File: src/rtl/bq_sample_prep.sv
// Purpose : pad sample capture, decimate-by-accumulation and single-entry hand-off to the biquad.
// Latency : DECIM=1 -> x_valid_o rises 3 bq_clk_i edges after the first edge that samples the strobe high.
// Backpr. : one holding register; a result arriving while it is full and x_ready_i=0 is dropped (overrun_o).
//
// Ports:
//   bq_clk_i      filter clock, all state lives on it
//   nreset        asynchronous active-low reset
//   enable_i      capture enable (quasi-static)
//   clr_i         synchronous clear of accumulator, phase and overrun
//   pad_data_i    raw 8-bit pad sample (not synchronised; must be stable around the strobe)
//   pad_strobe_i  asynchronous strobe, rising edge marks a new sample
//   x_o           16-bit left-aligned signed decimated sample
//   x_valid_o     x_o holds an unconsumed sample
//   x_ready_i     filter takes x_o this cycle
//   overrun_o     sticky flag, a decimated result was dropped
//   phase_o       samples accumulated so far in the current group
//
// Build option: define BQ_SAMPLE_PREP_OFFSET_BIN_EN when the pads deliver offset-binary samples.

module bq_sample_prep #(
    parameter int DECIM_LOG2 = 0
) (
    input  logic        bq_clk_i,
    input  logic        nreset,
    input  logic        enable_i,
    input  logic        clr_i,
    input  logic [7:0]  pad_data_i,
    input  logic        pad_strobe_i,
    output logic [15:0] x_o,
    output logic        x_valid_o,
    input  logic        x_ready_i,
    output logic        overrun_o,
    output logic [7:0]  phase_o
);

    // Accumulator is wide enough for DECIM full-scale samples; the left
    // shift then puts the accumulator MSB at bit 15 whatever DECIM_LOG2 is.
    localparam int         ACC_W      = 8 + DECIM_LOG2;
    localparam int         OUT_SHIFT  = 8 - DECIM_LOG2;
    localparam logic [7:0] PHASE_LAST = 8'((1 << DECIM_LOG2) - 1);

    // ------------------------------------------------------------------
    // Strobe synchroniser: s1/s2 resolve metastability, s3 is the delayed
    // copy for rising-edge detection.
    // ------------------------------------------------------------------
    logic s1_q, s1_d;
    logic s2_q, s2_d;
    logic s3_q, s3_d;
    logic strobe_edge;

    always_comb begin
        s1_d        = pad_strobe_i;
        s2_d        = s1_q;
        s3_d        = s2_q;
        strobe_edge = s2_q & ~s3_q;
    end

    // ------------------------------------------------------------------
    // Sample capture. The pad data bus is sampled directly: the edge
    // arrives two clocks after the strobe, by which time the bus has been
    // stable for several cycles.
    // ------------------------------------------------------------------
    logic [7:0] samp_q, samp_d;
    logic       samp_vld_q, samp_vld_d;

    always_comb begin
        samp_d     = samp_q;
        samp_vld_d = 1'b0;
        if (strobe_edge && enable_i) begin
            samp_d     = pad_data_i;
            samp_vld_d = 1'b1;
        end
    end

    // ------------------------------------------------------------------
    // Sample conversion to two's complement, then sign-extension to the
    // accumulator width.
    // ------------------------------------------------------------------
    logic signed [7:0]       samp_s;
    logic signed [ACC_W-1:0] samp_ext;

    always_comb begin
`ifdef BQ_SAMPLE_PREP_OFFSET_BIN_EN
        // Offset binary: flipping the MSB recentres 0x80 on zero.
        samp_s = {~samp_q[7], samp_q[6:0]};
`else
        samp_s = samp_q;
`endif
        samp_ext = ACC_W'(samp_s);
    end

    // ------------------------------------------------------------------
    // Accumulate-and-dump
    // ------------------------------------------------------------------
    logic signed [ACC_W-1:0] acc_q, acc_d;
    logic signed [ACC_W-1:0] acc_sum;
    logic [7:0]              phase_q, phase_d;
    logic                    res_vld;
    logic [15:0]             res_fmt;

    always_comb begin
        acc_sum = acc_q + samp_ext;
        // Sign-extend to 16 bits first; the shift then discards exactly the
        // extension bits and leaves the sum left-aligned.
        res_fmt = 16'(acc_sum) << OUT_SHIFT;

        acc_d   = acc_q;
        phase_d = phase_q;
        res_vld = 1'b0;

        if (!enable_i) begin
            // Disabled: hold the group empty so re-enabling starts cleanly,
            // and drop any sample still in flight.
            acc_d   = '0;
            phase_d = '0;
        end else if (samp_vld_q) begin
            if (phase_q == PHASE_LAST) begin
                res_vld = 1'b1;
                acc_d   = '0;
                phase_d = '0;
            end else begin
                acc_d   = acc_sum;
                phase_d = phase_q + 8'd1;
            end
        end

        // Clear wins over a result completing in the same cycle.
        if (clr_i) begin
            acc_d   = '0;
            phase_d = '0;
            res_vld = 1'b0;
        end
    end

    // ------------------------------------------------------------------
    // Single-entry output register with drop-on-full.
    // ------------------------------------------------------------------
    logic [15:0] x_q, x_d;
    logic        x_vld_q, x_vld_d;
    logic        ovr_q, ovr_d;

    always_comb begin
        x_d     = x_q;
        x_vld_d = x_vld_q;
        ovr_d   = ovr_q;

        if (res_vld) begin
            // Load also when the current word is consumed in this cycle,
            // so a steady stream never loses a sample to the hand-off.
            if (!x_vld_q || x_ready_i) begin
                x_d     = res_fmt;
                x_vld_d = 1'b1;
            end else begin
                ovr_d = 1'b1;
            end
        end else if (x_ready_i) begin
            // Data is left in place; only the valid flag drops.
            x_vld_d = 1'b0;
        end

        if (clr_i) begin
            ovr_d = 1'b0;
        end
    end

    // ------------------------------------------------------------------
    // State registers
    // ------------------------------------------------------------------
    always_ff @(posedge bq_clk_i or negedge nreset) begin
        if (!nreset) begin
            s1_q       <= 1'b0;
            s2_q       <= 1'b0;
            s3_q       <= 1'b0;
            samp_q     <= '0;
            samp_vld_q <= 1'b0;
            acc_q      <= '0;
            phase_q    <= '0;
            x_q        <= '0;
            x_vld_q    <= 1'b0;
            ovr_q      <= 1'b0;
        end else begin
            s1_q       <= s1_d;
            s2_q       <= s2_d;
            s3_q       <= s3_d;
            samp_q     <= samp_d;
            samp_vld_q <= samp_vld_d;
            acc_q      <= acc_d;
            phase_q    <= phase_d;
            x_q        <= x_d;
            x_vld_q    <= x_vld_d;
            ovr_q      <= ovr_d;
        end
    end

    assign x_o       = x_q;
    assign x_valid_o = x_vld_q;
    assign overrun_o = ovr_q;
    assign phase_o   = phase_q;

endmodule

File: config.mk
export PLATFORM = sky130hd
export DESIGN_NAME = bq_sample_prep
export DESIGN_NICKNAME = d
export VERILOG_FILES = /design/src/rtl/bq_sample_prep.sv
export SDC_FILE = /design/constraint.sdc
export NUM_CORES = 1
export LEC_CHECK = 0
export ABC_AREA = 1
export BUFFER_PORTS_ARGS = -buffer_cell sky130_fd_sc_hd__buf_2
export CAP_MARGIN = 20
export CORE_MARGIN = 2
export CORE_UTILIZATION = 30
export DETAILED_ROUTE_END_ITERATION = 10
export PLACE_DENSITY = 0.52
export SYNTH_ARGS = -nofsm -noshare
export SYNTH_HDL_FRONTEND = slang
export SYNTH_SLANG_ARGS = --single-unit
File: constraint.sdc
create_clock -name bq_clk_i -period 2.2 [get_ports bq_clk_i]
set_input_delay 0.44 -clock bq_clk_i [delete_from_list [all_inputs] [get_ports bq_clk_i]]
set_output_delay 0.44 -clock bq_clk_i [all_outputs]
set_load 0.02 [all_outputs]
==> impl_metrics.tcl <==
set metrics [dict create \
    final_cells 381 \
    clock-sinks 38 \
    end_kind "flop" \
    cpMaxStageDelayCell "fa_1" \
    grt_setup_unrepaired "no" \
    r2r_cells 6 \
    period_needed_ns 1.63 \
    placed_cells 373 \
    setup_viol 0 \
    drv_slew 0 \
    async_reset_ff_share_pct 100 \
    totalPowerFinal_uw 1800 \
    max_stage_delay_ns 0.44 \
    cp_data_arrival_time_ns 1.87 \
    dp_hpwl_um 3320 \
    h-tree-depth 2 \
    whs_ns 0.0324 \
    clk_latency_ns 0.29 \
    yosys_warnings 0 \
    crit_top_cell "nand2_1" \
    synth_seq_cells 38 \
    start_util_pct 30.8 \
    status "finished clean" \
    die_y_um 87.0 \
    vias 1654 \
    grt_max_degree 16 \
    drc_errors 0 \
    cts_resized 0 \
    nFillCells 703 \
    path_class "reg -> reg" \
    cts_tree "built" \
    cp_cell_sequence "ha_1 -> fa_1 -> a21oi_1 -> xnor2_1 -> nand2_1 -> nand2_1" \
    final_util_pct 36.2 \
    startpoint_type "flop" \
    drive_above_1_share_pct 19.3 \
    rows 30 \
    routed_wl_um 4280 \
    fin_setup_tns_ns 0 \
    ioPinCount 40 \
    io_buffer_count 31 \
    nets 324 \
    post-cts-setup-buffer-count 0 \
    hold_viol_final 0 \
    clockBufferDepth 2 \
    peakVddDrop_mv 0.250 \
    max_cap_viol_count 0 \
    cts_root_buffer "clkbuf_8" \
    grt_pass1_wl_um 7250 \
    ys_seq_area_share_pct 46.0 \
    ys_types 28 \
    p_leak_uw 0.00138 \
    power_density_nw_per_um2 740 \
    required_ns 2.43 \
    post-route-period-util_pct 74.2 \
    ys.flop_type "dfrtp_1" \
    track_usage_pct 12.3 \
    first_pass_iters 4 \
    drt_iter0_markers 79 \
    antenna_cells 0 \
    die_w_um 87.0 \
    final_cell_mix "nand2_1, dfrtp_1, buf_2, inv_1, nand3_1" \
    fin_worst_skew_ns 0.00607 \
    avgSynthCellArea_um2 7.89 \
    syn_inst 262 \
    routabilityCongestion 0.795 \
    ant_nets 0 \
    holdCritPathClass "in -> async" \
    antenna_found_initial 0 \
    max_freq_mhz 613 \
    layout_commonest_cell "nand2_1" \
    mappedNetlistArea_um2 2070 \
    numCtsBuffers 5 \
    cp_max_fo 3 \
    clkTransAtPathRegs_ns 0.08 \
    globalRouteOverflowTotal 0 \
    first_global_vias 1526 \
    post_drt_wl_per_cell_um 11.2 \
    synth_edf_count 0 \
    hold_buffers 0 \
    vias_per_cell 4.34 \
    core-area_um2 6720 \
    area_growth_pct 17.8 \
    fp.dieArea_um2 7570 \
]
## power by group
part           total, uW  leakage, uW  internal, uW  switching (uW)
logic                265     0.000802          89.4             176
clock network        740    0.0000714           484             256
registers            797     0.000504           760            37.6
## worst paths after layout
| path | from | to | slack [ns] |
|---|---|---|---|
| setup / recovery | samp_ext[0]$_DFFE_PN0P_ | x_o[12]$_DFFE_PN0P_ | 0.57 |
| hold / removal | nreset | samp_ext[5]$_DFFE_PN0P_ | 0.03 |
| setup reg to reg | samp_ext[0]$_DFFE_PN0P_ | x_o[12]$_DFFE_PN0P_ | 0.57 |
| hold reg to reg | s1_q$_DFF_PN0_ | s2_q$_DFF_PN0_ | 0.35 |
| max in group asynchronous | nreset | phase_o[6]$_DFFE_PN0P_ | 1.64 |
| min in group bq_clk_i | pad_strobe_i | s1_q$_DFF_PN0_ | 0.25 |
## flip-flops by register name, summed over array words and instances (netlist names)
signal	cells
acc_q	8
phase_o	8
samp_ext	8
x_o	8
overrun_o	1
s1_q	1
s2_q	1
s3_q	1
samp_vld_q	1
x_valid_o	1
## cell type report
cell class,count,area [um2],share of cell area [%]
clock buffers,6,82.6,3.39
well taps,80,100,4.11
repair buffers,33,170,6.99
flip-flops and latches,38,951,39.1
clock inverters,2,60.1,2.47
inverters,30,116,4.78
multi-input cells,192,955,39.2
## cell usage after synthesis, types with 2 or more instances
| library cell | instances | area [um2] |
|---|---|---|
| a21oi_1 | 4 | 20.0 |
| buf_4 | 8 | 60.1 |
| dfrtp_1 | 38 | 951 |
| o21ai_0 | 3 | 15.0 |
| inv_2 | 3 | 11.3 |
| inv_1 | 25 | 93.8 |
| xnor2_1 | 2 | 17.5 |
| nor2_1 | 11 | 41.3 |
| nor2_4 | 2 | 22.5 |
| nand2_1 | 118 | 443 |
| xor2_1 | 2 | 17.5 |
| nand4_1 | 2 | 12.5 |
| nand2_2 | 2 | 12.5 |
| nand3_1 | 16 | 80.1 |
| ha_1 | 9 | 113 |
| nor2_2 | 4 | 25.0 |
| o21ai_1 | 2 | 10.0 |
## routing by layer
metal  part of all wire, %  global-route usage [%]  up-vias
li1                      -                       -      875
met5                     0                       0        -
met4                   1.6                    4.26        0
met1                    53                    18.1      735
met3                   4.5                    2.84        6
met2                    41                    17.7       38
## worst max-delay path: cells and delay by family (launching register included)
family / cells / cell delay [ns]
compound gates: 1 / 0.20
xor+xnor: 1 / 0.16
fa+ha+maj: 2 / 0.69
flops: 1 / 0.39
simple gates: 2 / 0.13
## cells by family (layout without fill, tap and decap cells)
| logic type | after synthesis | after routing | share of synthesized area, % |
|---|---|---|---|
| other | 1 | 8 | 0.181 |
| xor gates and xnor gates | 4 | 4 | 1.70 |
| DFF | 38 | 38 | 46.0 |
| AOI/OAI and AO/OA | 9 | 9 | 2.18 |
| adders and majority gates | 10 | 10 | 6.42 |
| and+or+nand+nor | 161 | 161 | 34.4 |
| buffers and inverters | 39 | 71 | 9.08 |
## per-stage QoR
stage,cell area (um2),setup slack [ns]
floorplan,2090,0.703
global placement,2290,0.578
detailed placement,2290,0.571
CTS,2430,0.542
global route,2430,0.437
finish,2430,0.568
(Power assumes the default switching activity.)
